`src/rtl/dii_demux_multi.sv`:
```
// N-way DII worm demultiplexer: header flit destination ID (data[9:0]) selects an output via a
// runtime ID table, body flits follow the header's output; a single hold register drives all lanes.
module dii_demux_multi #(
  parameter int DATA_WIDTH  = 16,
  parameter int NUM_OUT     = 3,
  parameter int DEFAULT_OUT = NUM_OUT - 1
) (
  input  logic                          clk,
  input  logic                          rst,
  input  logic [10*NUM_OUT-1:0]         route_id,
  input  logic [NUM_OUT-1:0]            route_en,
  input  logic [DATA_WIDTH-1:0]         in_data,
  input  logic                          in_last,
  input  logic                          in_valid,
  output logic                          in_ready,
  output logic [DATA_WIDTH*NUM_OUT-1:0] out_data,
  output logic [NUM_OUT-1:0]            out_last,
  output logic [NUM_OUT-1:0]            out_valid,
  input  logic [NUM_OUT-1:0]            out_ready
);

  localparam int SW = (NUM_OUT > 1) ? $clog2(NUM_OUT) : 1;

  generate
    if (NUM_OUT < 2 || NUM_OUT > 8 || DEFAULT_OUT < 0 || DEFAULT_OUT >= NUM_OUT) begin : g_bad_params
      $error("dii_demux_multi: NUM_OUT must be 2..8 and DEFAULT_OUT < NUM_OUT");
    end
  endgenerate

  typedef enum logic {S_IDLE, S_WORM} state_t;

  state_t                r_state;
  state_t                w_state_next;
  logic [SW-1:0]         r_wsel;
  logic [SW-1:0]         w_wsel_next;
  logic                  r_hv;
  logic [DATA_WIDTH-1:0] r_hdata;
  logic                  r_hlast;
  logic [SW-1:0]         r_hsel;

  logic [SW-1:0]         w_lookup;
  logic [SW-1:0]         w_sel;
  logic                  w_out_rdy;
  logic                  w_accept;

  // Scan from the top down so the lowest matching entry wins.
  always_comb begin
    w_lookup = SW'(DEFAULT_OUT);
    for (int i = NUM_OUT - 1; i >= 0; i--) begin
      if (route_en[i] && (route_id[10*i +: 10] == in_data[9:0])) begin
        w_lookup = SW'(i);
      end
    end
  end

  assign w_out_rdy = out_ready[r_hsel];
  assign in_ready  = !r_hv || w_out_rdy;
  assign w_accept  = in_valid && in_ready;
  assign w_sel     = (r_state == S_IDLE) ? w_lookup : r_wsel;

  always_comb begin
    w_state_next = r_state;
    w_wsel_next  = r_wsel;
    if (w_accept) begin
      case (r_state)
        S_IDLE: begin
          w_wsel_next = w_lookup;
          if (!in_last) begin
            w_state_next = S_WORM;
          end
        end
        S_WORM: begin
          if (in_last) begin
            w_state_next = S_IDLE;
          end
        end
        default: w_state_next = S_IDLE;
      endcase
    end
  end

  always_ff @(posedge clk) begin
    if (rst) begin
      r_state <= S_IDLE;
      r_wsel  <= '0;
    end else begin
      r_state <= w_state_next;
      r_wsel  <= w_wsel_next;
    end
  end

  // Accept and drain in the same cycle simply overwrites the hold, keeping it full.
  always_ff @(posedge clk) begin
    if (rst) begin
      r_hv    <= 1'b0;
      r_hdata <= '0;
      r_hlast <= 1'b0;
      r_hsel  <= '0;
    end else if (w_accept) begin
      r_hv    <= 1'b1;
      r_hdata <= in_data;
      r_hlast <= in_last;
      r_hsel  <= w_sel;
    end else if (r_hv && w_out_rdy) begin
      r_hv    <= 1'b0;
    end
  end

  generate
    for (genvar gi = 0; gi < NUM_OUT; gi++) begin : g_lane
      assign out_valid[gi]                          = r_hv && (r_hsel == SW'(gi));
      assign out_data[gi*DATA_WIDTH +: DATA_WIDTH]  = r_hdata;
      assign out_last[gi]                           = r_hlast;
    end
  endgenerate

endmodule

```
`config.mk`:
```
export PLATFORM = sky130hd
export DESIGN_NAME = dii_demux_multi
export DESIGN_NICKNAME = d
export VERILOG_FILES = /design/src/rtl/dii_demux_multi.sv
export SDC_FILE = /design/constraint.sdc
export NUM_CORES = 1
export LEC_CHECK = 0
export ABC_AREA = 1
export BUFFER_PORTS_ARGS = -buffer_cell sky130_fd_sc_hd__buf_2
export CAP_MARGIN = 40
export CORE_MARGIN = 2
export CORE_UTILIZATION = 44
export DETAILED_ROUTE_END_ITERATION = 7
export PLACE_DENSITY_LB_ADDON = 0.08
export SLEW_MARGIN = 25
export SYNTH_ARGS = -nofsm -noshare
export SYNTH_HDL_FRONTEND = slang
export SYNTH_SLANG_ARGS = --single-unit
```
`constraint.sdc`:
```
create_clock -name clk -period 3.4 [get_ports clk]
set_input_delay 0.51 -clock clk [delete_from_list [all_inputs] [get_ports clk]]
set_output_delay 0.51 -clock clk [all_outputs]
set_load 0.01 [all_outputs]
```
* Word level (Yosys, flattened, before mapping) *
Index checks and enable logic that the tools add are counted.

word-level totals
  word-level logic and storage cells = 31
  bits in registers = 21
  output and inout bits = 55
  memories kept = 0
  memory bits (writable) = 0
  latch bits = 0
  input port bits = 56
  memory bits (read-only) = 0

operators by class
  add/sub/neg operators = 0
  bitwise operators = 1
  shift operators = 0
  reduce and logical (&&, ||, !) cells = 12
  divide/modulo/power cells = 0
  $mul = 0
  eq/ne operators = 4
  magnitude comparators = 1
  muxes and demuxes = 8

operators by type and width
  operator                                                     number
  == test 10 bit                                               2
  logical AND 1 bit                                            7
  two-way mux 2 bit                                            3
  two-way mux 1 bit                                            4
  less-than comparator 2 x 3 -> 1 bit (second input constant)  1
  binary-select mux 1 bit (select 2 bit)                       1
  == test 2 x 1 -> 1 bit (second input constant)               1
  == test 2 bit (second input constant)                        1
  zero test 2 bit                                              1
  AND reduction 2 bit                                          1
  nonzero test 2 bit                                           1
  zero test 1 bit                                              1
  logical OR 1 bit                                             1
  NOT 1 bit                                                    1

* Longest topological paths before layout *
Gate-level depths: netlist (run 1).

  depth in word-level cells = 5
  mapped depth = 10
  depth with buffers taken out = 10

* Least setup slack after synthesis (run 1) *
No wires, ideal clock.

  kind = input to register
  start = input port out_ready[2]
  end = register r_hdata[6]
  data required time = 3.256 ns
  buffers on the path = 1
  stages = 7
  library setup time = 0.144 ns
  data arrival time = 1.211 ns
  slack = 2.045 ns
  path through = nand3_1 nand4_4 nand2_4 inv_4 buf_4 nor2_1 a211oi_2

on the way
  cells in the longest elaborated chain, start to end = 4

RTL lines
  what                                     RTL line  text
  from (decl)                              19        input logic [NUM_OUT-1:0] out_ready
  binary-select mux 1 bit (select 2 bit)   56        assign w_out_rdy = out_ready[r_hsel];
  two-way mux 1 bit (not written as such)  56
  logical OR 1 bit                         57        assign in_ready = !r_hv || w_out_rdy;
  net in_ready                             15        output logic in_ready,
  logical AND 1 bit                        58        assign w_accept = in_valid && in_ready;
  to (signal assigned)                     101       r_hdata <= in_data;
  to (decl)                                37        logic [DATA_WIDTH-1:0] r_hdata;

The timed path passes the listed nets, and every way through them passes these cells. The select of a mux whose other input is x is not followed.
A chain may end at the register's enable or synchronous reset.

* Worst setup path after layout (run 1) *
  start = register r_hsel[0]
  end = output port in_ready

on the way
  cells in the longest elaborated chain, start to end = 3

RTL lines
  what                                     RTL line  text
  from (decl)                              39        logic [SW-1:0] r_hsel;
  from (signal assigned)                   103       r_hsel <= w_sel;
  binary-select mux 1 bit (select 2 bit)   56
  two-way mux 1 bit (not written as such)  56
  logical OR 1 bit                         57
  to (decl)                                15

Every way passes these cells. The select of a mux whose other input is x is not followed.

==> results of run 1 <==
[worst max path at each step]
stage	from	end	slack [ns]	depth (start not counted)
2_1_floorplan	out_ready[2]	r_hdata[6]	2.05	7
3_3_place_gp	out_ready[2]	r_state	1.75	7
3_5_place_dp	out_ready[2]	r_state	1.73	7
4_1_cts	r_hsel[0]	in_ready	1.65	4
5_1_grt	r_hsel[0]	in_ready	1.55	4
6_report	r_hsel[0]	in_ready	1.67	4
[placed cells by master (no fill, tap or decap), types with 2 or more instances in the layout]
master                     count
sky130_fd_sc_hd__a211oi_2      9
sky130_fd_sc_hd__a21oi_1       9
sky130_fd_sc_hd__a21oi_2       2
sky130_fd_sc_hd__buf_2        99
sky130_fd_sc_hd__clkbuf_4      3
sky130_fd_sc_hd__dfxtp_1      21
sky130_fd_sc_hd__inv_1        34
sky130_fd_sc_hd__nand2_1      70
sky130_fd_sc_hd__nand3_1       9
sky130_fd_sc_hd__nor2_1       23
sky130_fd_sc_hd__nor3_1        3
sky130_fd_sc_hd__xnor2_1       2
[registers in the layout (all words and copies together), names as in the netlist]
name / flops
r_hlast: 1
r_state: 1
r_hdata: 16
r_hv: 1
r_hsel: 2
[layer usage]
| layer | part of all wire | up-vias |
|---|---|---|
| met5 | 0 | - |
| met4 | 0.0022 | 0 |
| met3 | 0.075 | 2 |
| met2 | 0.48 | 53 |
| met1 | 0.44 | 596 |
| li1 | - | 804 |
[power by group]
group / internal [W] / switching [W]
clock network: 0.0000438 / 0.0000744
registers: 0.000264 / 0.0000158
logic: 0.0000830 / 0.000109
[layout make-up]
type                    instances  area, um2  share of cell area
flip-flops and latches         21        420               0.230
clock buffers                   3       22.5              0.0123
clock inverters                 1       5.00             0.00274
well taps                      46       57.6              0.0316
inverters                      36        138              0.0754
repair buffers                 99        495               0.272
multi-input cells             136        686               0.376
[cells in the mapped netlist, types with 2 or more instances]
library cell / number / area, um2
sky130_fd_sc_hd__a211oi_2: 9 / 113
sky130_fd_sc_hd__buf_4: 36 / 270
sky130_fd_sc_hd__dfxtp_1: 21 / 420
sky130_fd_sc_hd__xnor2_1: 2 / 17.5
sky130_fd_sc_hd__a21oi_2: 2 / 17.5
sky130_fd_sc_hd__nand3_1: 9 / 45.0
sky130_fd_sc_hd__nand2_1: 70 / 263
sky130_fd_sc_hd__clkbuf_1: 2 / 7.51
sky130_fd_sc_hd__nor3_1: 3 / 15.0
sky130_fd_sc_hd__a21oi_1: 9 / 45.0
sky130_fd_sc_hd__inv_1: 34 / 128
sky130_fd_sc_hd__nor2_1: 23 / 86.3
[cell families after synthesis]
| group | synth area share |
|---|---|
| compound gates | 0.121 |
| xor+xnor | 0.0113 |
| buf+inv | 0.285 |
| flops | 0.272 |
| simple gates | 0.310 |
[worst register-to-register path, stage by stage, from the launching register on]
cell and delay [ns]:
sky130_fd_sc_hd__dfxtp_1 0.37, sky130_fd_sc_hd__inv_1 0.11, sky130_fd_sc_hd__nand3_1 0.12, sky130_fd_sc_hd__nand4_4 0.14, sky130_fd_sc_hd__nand2_4 0.12, sky130_fd_sc_hd__inv_4 0.27
sky130_fd_sc_hd__nand2_1 0.12, sky130_fd_sc_hd__nor3b_1 0.16
[per-stage QoR]
step / hold WS (ns) / setup WS [ns] / instance area [um2]
2_1_floorplan: 0.471 / 2.05 / 1550
3_3_place_gp: 0.476 / 1.75 / 1800
4_1_cts: 0.419 / 1.65 / 1820
3_5_place_dp: 0.479 / 1.73 / 1800
5_1_grt: 0.429 / 1.55 / 1820
6_report: 0.439 / 1.67 / 1820
==> flow_metrics.py, run 1 <==
metrics = {
    "route": {
        "drt_first_iter_violations": 32,
        "dr_total_vias": 1455,
        "drtAntennaViolNets": 0,
        "finalWirelength_mm": 3.11,
        "number_of_vias_per_cell_after_detailed_routing": 4.25,
        "post_drt_wl_per_cell_um": 9.10,
        "drc": 0,
        "drt_pre_antenna_iters": 4,
    },
    "logic_synthesis": {
        "synth_nets": 289,
        "asyncSetResetFlopFracSynth": 0,
        "synth_cell_type_count": 25,
        "postSynth.topFlopCell": "sky130_fd_sc_hd__dfxtp_1",
        "syn_inst": 233,
        "postSynthRegisterBits": 21,
        "synth.yosys.seq_area_share": 0.272,
        "yosysWarnings": 0,
        "synth_enable_flop_cells": 0,
        "netlist_area_mm2": 0.00155,
        "postSynthAreaPerCell_um2": 6.64,
    },
    "worst_setup_path": {
        "crit-reg2reg-launch": "r_hsel[0]",
        "critical-path-slowest-cell": "sky130_fd_sc_hd__dfxtp_1",
        "path_buf_inv": 2,
        "setup.reg_to_reg.worst_slack_ns": 1.89,
        "worst_r2r_path_depth": 7,
        "endpoint_kind": "output port",
        "crit_required_ns": 2.89,
        "critPathTopFamily": "flip-flops",
        "r2r_end": "r_state",
        "crit_fanout": 5,
        "timing.setup.critical_path_class": "flop to output port",
        "cp-start-kind": "flop",
        "critPathMaxStageDelay_ns": 0.42,
        "cp_cell_sequence": "inv_1 -> nand3_1 -> nand4_4 -> buf_2",
        "critical_path_arrival_ns": 1.22,
    },
    "placed_design": {
        "routabilityCongestion": 0.721,
        "cell_count_post_placement": 338,
        "post-dp-hpwl_mm": 2.51,
        "portBuffers": 99,
    },
    "worst_hold_path": {
        "timing.hold.worst.start": "in_data[10]",
        "min_delay_worst_endpoint": "r_hdata[10]",
        "hold_path_depth": 3,
        "hold_path.class": "input pin to flop",
    },
    "cts": {
        "worstSkewPairLatency_ns": 0.30,
        "maximum_count_of_clock_buffers_along_a_single_path": 2,
        "post-cts-setup-buffers": 0,
        "cts_resized": 0,
        "cts_buffers": 3,
        "h-tree-depth": 1,
        "cts_tree": "built",
        "clk_pin_slew_ns": 0.12,
        "cts.hold.buffers_added": 0,
        "ctsRootBufferMaster": "sky130_fd_sc_hd__clkbuf_4",
        "clock_sinks": 21,
    },
    "floorplan": {
        "floorplan.rows": 21,
        "die_height_um": 63.3,
        "ios": 111,
        "die-area_mm2": 0.00401,
        "coreArea_mm2": 0.00336,
        "start_util": 0.460,
        "fp.dieW_um": 63.3,
    },
    "sta": {
        "finalClockSkew_ns": 0.00752,
        "hold_violations": 0,
        "slew_headroom": 0.677,
        "report.final.setup_viol": 0,
        "unrepaired_setup_endpoints_after_global_routing": "false",
        "clock.fmax_ghz": 0.578,
        "aggregate_negative_setup_slack_ns": 0,
        "period_share": 0.509,
        "drv_slew": 0,
        "slew_at_the_pin_closest_to_its_max_slew_limit_ns": 0.484,
        "timing.final.crit_period_ns": 1.73,
    },
    "finish": {
        "layout-drive-gt1-share": 0.405,
        "flow.area_growth_from_synthesis_pct": 17.9,
        "fin_nets": 353,
        "filler_cell_count": 378,
        "insertedDiodeCount": 0,
        "layout.core_utilization": 0.542,
        "final_cell_count_without_fillers": 342,
    },
    "global_routing": {
        "grt.overflow.total": 0,
        "globalRouteMet1Util": 0.165,
        "global_route.peak_usage_layer": "met2",
        "global_route_wire_length_before_repair_mm": 4.99,
        "first_global_vias": 1231,
        "gr-usage-all-layers": 0.152,
        "pin_count_of_the_biggest_net_entering_global_routing": 28,
        "grt.met3_usage": 0.0375,
        "grtUsageMet2": 0.302,
        "grt_antenna_before_repair": 0,
    },
    "flow_run": {
        "number_of_maximum_capacitance_violations": 0,
    },
    "outcome": {
        "status": "finished, final reports clean",
    },
    "power_and_ir_drop": {
        "maximum_vdd_drop_mv": 0.282,
        "power_leakage_nw": 1.09,
        "power_per_cell_area_mw_per_mm2": 324,
        "design_power_total_w": 0.000591,
    },
}
Note: power is estimated with default switching activity, not from simulation.
==> run 2: changes to the inputs <==
- CORE_UTILIZATION: 44 -> 37
- clock period: 3.4 -> 1.59 ns (I/O delays scaled with it)
==> flow_metrics.py, run 2 (synthesis results as in run 1) <==
metrics = {
    "worst_setup_path": {
        "worst_r2r_path_depth": 8,
        "endpoint_kind": "output port",
        "path_buf_inv": 2,
        "critPathTopFamily": "flip-flops",
        "setup.reg_to_reg.worst_slack_ns": 0.20,
        "crit_start": "r_hsel[1]",
        "critical-path-slowest-cell": "sky130_fd_sc_hd__dfxtp_1",
        "timing.setup.critical_path_class": "flop to output port",
        "cp-start-kind": "flop",
        "cp_cell_sequence": "inv_1 -> nand3_1 -> nand4_4 -> buf_2",
        "critical_path_arrival_ns": 1.17,
        "crit_fanout": 5,
        "crit_required_ns": 1.35,
        "crit-reg2reg-launch": "r_hsel[1]",
        "critPathMaxStageDelay_ns": 0.41,
        "r2r_end": "r_hdata[7]",
    },
    "cts": {
        "h-tree-depth": 1,
        "cts_resized": 0,
        "clk_pin_slew_ns": 0.08,
        "cts_buffers": 3,
        "ctsRootBufferMaster": "sky130_fd_sc_hd__clkbuf_8",
        "clock_sinks": 21,
        "maximum_count_of_clock_buffers_along_a_single_path": 2,
        "post-cts-setup-buffers": 0,
        "worstSkewPairLatency_ns": 0.26,
        "cts_tree": "built",
        "cts.hold.buffers_added": 0,
    },
    "power_and_ir_drop": {
        "total_switching_power_w": 0.000442,
        "design_power_total_w": 0.00137,
        "power_leakage_nw": 1.12,
        "power_report.internal_total_w": 0.000930,
        "maximum_vdd_drop_mv": 0.401,
        "net_sw_frac": 0.322,
        "comb_power_share": 0.312,
        "power.clock.fraction": 0.250,
        "pwr-share-seq": 0.438,
        "power_per_cell_area_mw_per_mm2": 728,
    },
    "floorplan": {
        "ios": 111,
        "coreArea_mm2": 0.00400,
        "die_height_um": 68.7,
        "fp.dieW_um": 68.7,
        "floorplan.rows": 23,
        "start_util": 0.387,
        "die-area_mm2": 0.00472,
    },
    "sta": {
        "unrepaired_setup_endpoints_after_global_routing": "false",
        "slew_at_the_pin_closest_to_its_max_slew_limit_ns": 0.498,
        "report.final.setup_viol": 0,
        "finalClockSkew_ns": 0.00420,
        "slew_headroom": 0.668,
        "drv_slew": 0,
        "period_share": 0.889,
        "clock.fmax_ghz": 0.708,
        "timing.final.crit_period_ns": 1.41,
        "hold_violations": 0,
        "aggregate_negative_setup_slack_ns": 0,
    },
    "placed_design": {
        "placed_area_mm2": 0.00184,
        "portBuffers": 99,
        "post-dp-hpwl_mm": 2.69,
        "cell_count_post_placement": 345,
        "routabilityCongestion": 0.762,
    },
    "finish": {
        "insertedDiodeCount": 0,
        "largest_reg_flops": 16,
        "flow.area_growth_from_synthesis_pct": 21.7,
        "finalInstanceArea_mm2": 0.00188,
        "layout-drive-gt1-share": 0.411,
        "final_cell_mix": "sky130_fd_sc_hd__buf_2 (99), sky130_fd_sc_hd__nand2_1 (70), sky130_fd_sc_hd__inv_1 (34)",
        "reg.largest.list": "r_hdata (16), r_hsel (2)",
        "final_cell_count_without_fillers": 349,
        "fin_nets": 356,
        "layout.core_utilization": 0.471,
        "biggest_register": "r_hdata",
        "layout_commonest_cell": "sky130_fd_sc_hd__buf_2",
    },
    "global_routing": {
        "global_route_wire_length_before_repair_mm": 5.05,
        "gr-usage-all-layers": 0.141,
        "pin_count_of_the_biggest_net_entering_global_routing": 22,
        "first_global_vias": 1210,
        "grt.overflow.total": 0,
        "grt_antenna_before_repair": 0,
    },
    "route": {
        "number_of_vias_per_cell_after_detailed_routing": 4.20,
        "dr_total_vias": 1466,
        "finalWirelength_mm": 3.27,
        "drtAntennaViolNets": 0,
        "post_drt_wl_per_cell_um": 9.38,
        "drt_pre_antenna_iters": 4,
        "drt_first_iter_violations": 31,
        "drc": 0,
    },
    "flow_run": {
        "number_of_maximum_capacitance_violations": 0,
    },
    "worst_hold_path": {
        "timing.hold.worst.start": "in_data[13]",
        "min_delay_worst_endpoint": "r_hdata[13]",
        "hold_path_depth": 3,
        "hold_path.class": "input pin to flop",
    },
    "outcome": {
        "status": "finished, final reports clean",
    },
}
run 2: cell types whose count changed in the layout (fill, tap and decap cells not counted), sizes merged:
cell | previous run | this run
buf | 99 | 102
run 2: worst max-delay path by stage:
stage	endpoint	slack [ns]	cells after the start
finish	in_ready	0.18	4
global route	in_ready	0.10	4
CTS	in_ready	0.16	4
detailed placement	r_hdata[4]	0.22	8
global placement	r_hdata[5]	0.22	8
floorplan	r_hdata[6]	0.31	8
run 2: power groups by stage:
stage / clock network (W) / logic (W) / registers, W
finish: 0.000343 / 0.000427 / 0.000601
global route: 0.000388 / 0.000486 / 0.000610
CTS: 0.000361 / 0.000434 / 0.000602
detailed placement: 0 / 0.000433 / 0.000614
global placement: 0 / 0.000432 / 0.000612
floorplan: 0 / 0.000317 / 0.000625
run 2: metal layers:
layer  up-vias  wire (um)  part of all wire  global-route usage
li1        809          -                 -                   -
met1       603       1520              0.46               0.168
met2        52       1490              0.45               0.256
met3         2        252             0.077              0.0422
met4         0         10            0.0031              0.0150
met5         -          0                 0                   0
run 2: cell type report:
class / count / area, um2
Timing Repair Buffer: 102 / 531
Clock buffer: 3 / 41.3
Clock inverter: 1 / 5.00
Multi-Input combinational cell: 136 / 686
Fill cell: 451 / 2120
Sequential cell: 21 / 420
Inverter: 36 / 138
Tap cell: 50 / 62.6
run 2: worst min-delay path, cell delays in order:
cell                      delay (ns)
sky130_fd_sc_hd__buf_2          0.09
sky130_fd_sc_hd__nand2_1        0.05
sky130_fd_sc_hd__a21oi_1        0.05
run 2: stage by stage:
step / hold slack [ns] / worst slack, ns
3_5_place_dp: 0.482 / 0.217
4_1_cts: 0.212 / 0.165
3_3_place_gp: 0.475 / 0.221
2_1_floorplan: 0.311 / 0.314
6_report: 0.218 / 0.177
5_1_grt: 0.214 / 0.103
==> run 3: changes to the inputs <==
- CORE_UTILIZATION: 37 -> 41
- GPL_ROUTABILITY_DRIVEN: not set -> 0
- clock period: 1.59 -> 1.6 ns (I/O delays scaled with it)
==> flow_metrics.py, run 3 (synthesis results as in run 1) <==
metrics = {
    "outcome": {
        "status": "finished, final reports clean",
    },
    "route": {
        "drtAntennaViolNets": 0,
        "number_of_vias_per_cell_after_detailed_routing": 4.22,
        "drt_pre_antenna_iters": 4,
        "drc": 0,
        "dr_total_vias": 1467,
        "drt_first_iter_violations": 42,
        "post_drt_wl_per_cell_um": 9.06,
        "finalWirelength_mm": 3.15,
    },
    "cts": {
        "ctsRootBufferMaster": "sky130_fd_sc_hd__clkbuf_8",
        "h-tree-depth": 1,
        "clk_pin_slew_ns": 0.07,
        "cts_resized": 0,
        "cts_buffers": 3,
        "post-cts-setup-buffers": 0,
        "maximum_count_of_clock_buffers_along_a_single_path": 2,
        "cts.hold.buffers_added": 0,
        "cts_tree": "built",
        "worstSkewPairLatency_ns": 0.25,
        "clock_sinks": 21,
    },
    "sta": {
        "finalClockSkew_ns": 0.000701,
        "final_critical_path_setup_slack_ns": 0.191,
        "unrepaired_setup_endpoints_after_global_routing": "false",
        "timing.final.crit_period_ns": 1.41,
        "drv_slew": 0,
        "hold_violations": 0,
        "slew_at_the_pin_closest_to_its_max_slew_limit_ns": 0.502,
        "report.final.setup_viol": 0,
        "slew_headroom": 0.665,
        "clock.fmax_ghz": 0.710,
        "aggregate_negative_setup_slack_ns": 0,
        "period_share": 0.881,
    },
    "placed_design": {
        "portBuffers": 99,
        "post-dp-hpwl_mm": 2.63,
        "post-place-ws_ns": 0.218,
    },
    "finish": {
        "reg.largest.list": "r_hdata (16), r_hsel (2)",
        "fin_nets": 357,
        "biggest_register": "r_hdata",
        "layout-drive-gt1-share": 0.410,
        "insertedDiodeCount": 0,
        "final_cell_mix": "sky130_fd_sc_hd__buf_2 (99), sky130_fd_sc_hd__nand2_1 (70), sky130_fd_sc_hd__inv_1 (34)",
        "filler_cell_count": 437,
        "layout.core_utilization": 0.516,
        "multi_input_comb_area_um2": 686,
        "largest_reg_flops": 16,
        "flow.area_growth_from_synthesis_pct": 21.1,
        "seqCellArea_um2": 420,
        "layout_commonest_cell": "sky130_fd_sc_hd__buf_2",
    },
    "global_routing": {
        "pin_count_of_the_biggest_net_entering_global_routing": 22,
        "gr-usage-all-layers": 0.153,
        "global_route_wire_length_before_repair_mm": 5.18,
        "first_global_vias": 1235,
        "grt_antenna_before_repair": 0,
        "grt.overflow.total": 0,
    },
    "power_and_ir_drop": {
        "power_per_cell_area_mw_per_mm2": 724,
        "maximum_vdd_drop_mv": 0.705,
        "design_power_total_w": 0.00136,
        "power_leakage_nw": 1.11,
    },
    "floorplan": {
        "start_util": 0.426,
        "fp.dieW_um": 65.4,
        "floorplan.rows": 22,
        "die_height_um": 65.4,
        "coreArea_mm2": 0.00363,
        "ios": 111,
        "die-area_mm2": 0.00428,
    },
    "worst_hold_path": {
        "hold_path.class": "input pin to flop",
        "hold_path_depth": 3,
    },
    "worst_setup_path": {
        "worst_r2r_path_depth": 8,
        "crit_required_ns": 1.36,
        "critical_path_arrival_ns": 1.17,
        "cp-start-kind": "flop",
        "crit_fanout": 5,
        "timing.setup.critical_path_class": "flop to output port",
        "endpoint_kind": "output port",
    },
    "flow_run": {
        "number_of_maximum_capacitance_violations": 0,
    },
}
==> run 3: changes by cell type in the layout (fill, tap and decap cells not counted), sizes merged <==
cell,before,now
buf,102,103
clkbuf,3,4
clkinv,1,0
==> run 3: metrics by stage <==
stage	hold slack, ns	instance area [um2]	cells
after floorplan	0.313	1550	233
after global placement	0.476	1830	344
after detailed placement	0.480	1830	344
after CTS	0.217	1870	348
after global routing	0.235	1870	348
final	0.222	1870	348
==> run 3: worst max-delay path, stage by stage (launching register included) <==
cell and delay (ns):
sky130_fd_sc_hd__dfxtp_1 0.40, sky130_fd_sc_hd__inv_1 0.10, sky130_fd_sc_hd__nand3_1 0.12, sky130_fd_sc_hd__nand4_4 0.14
sky130_fd_sc_hd__buf_2 0.16
==> run 3: final timing paths <==
path	from	endpoint	slack, ns
setup / recovery	r_hsel[0]	in_ready	0.19
hold / removal	in_data[14]	r_hdata[14]	0.22
setup reg to reg	r_hsel[0]	r_hdata[7]	0.22
hold reg to reg	r_hdata[13]	r_hdata[13]	0.49
==> run 3: cell type report <==
class	instances	area share
inverter	36	0.0734
clock buffer	4	0.0240
tap	48	0.0320
sequential	21	0.224
multi-input combinational	136	0.366
timing repair buffer	103	0.280
==> run 3: power by group <==
group          total, W  switching (W)  internal [W]
sequential     0.000596      0.0000338      0.000562
combinational  0.000420       0.000234      0.000186
clock          0.000340       0.000163      0.000177
total           0.00136       0.000431      0.000925
==> run 3: metal layers <==
layer,global-route usage,share of wire,wire length [um]
met1,0.187,0.45,1410
met2,0.277,0.48,1500
met3,0.0411,0.074,232
met4,0.0156,0.0032,10
met5,0,0,0
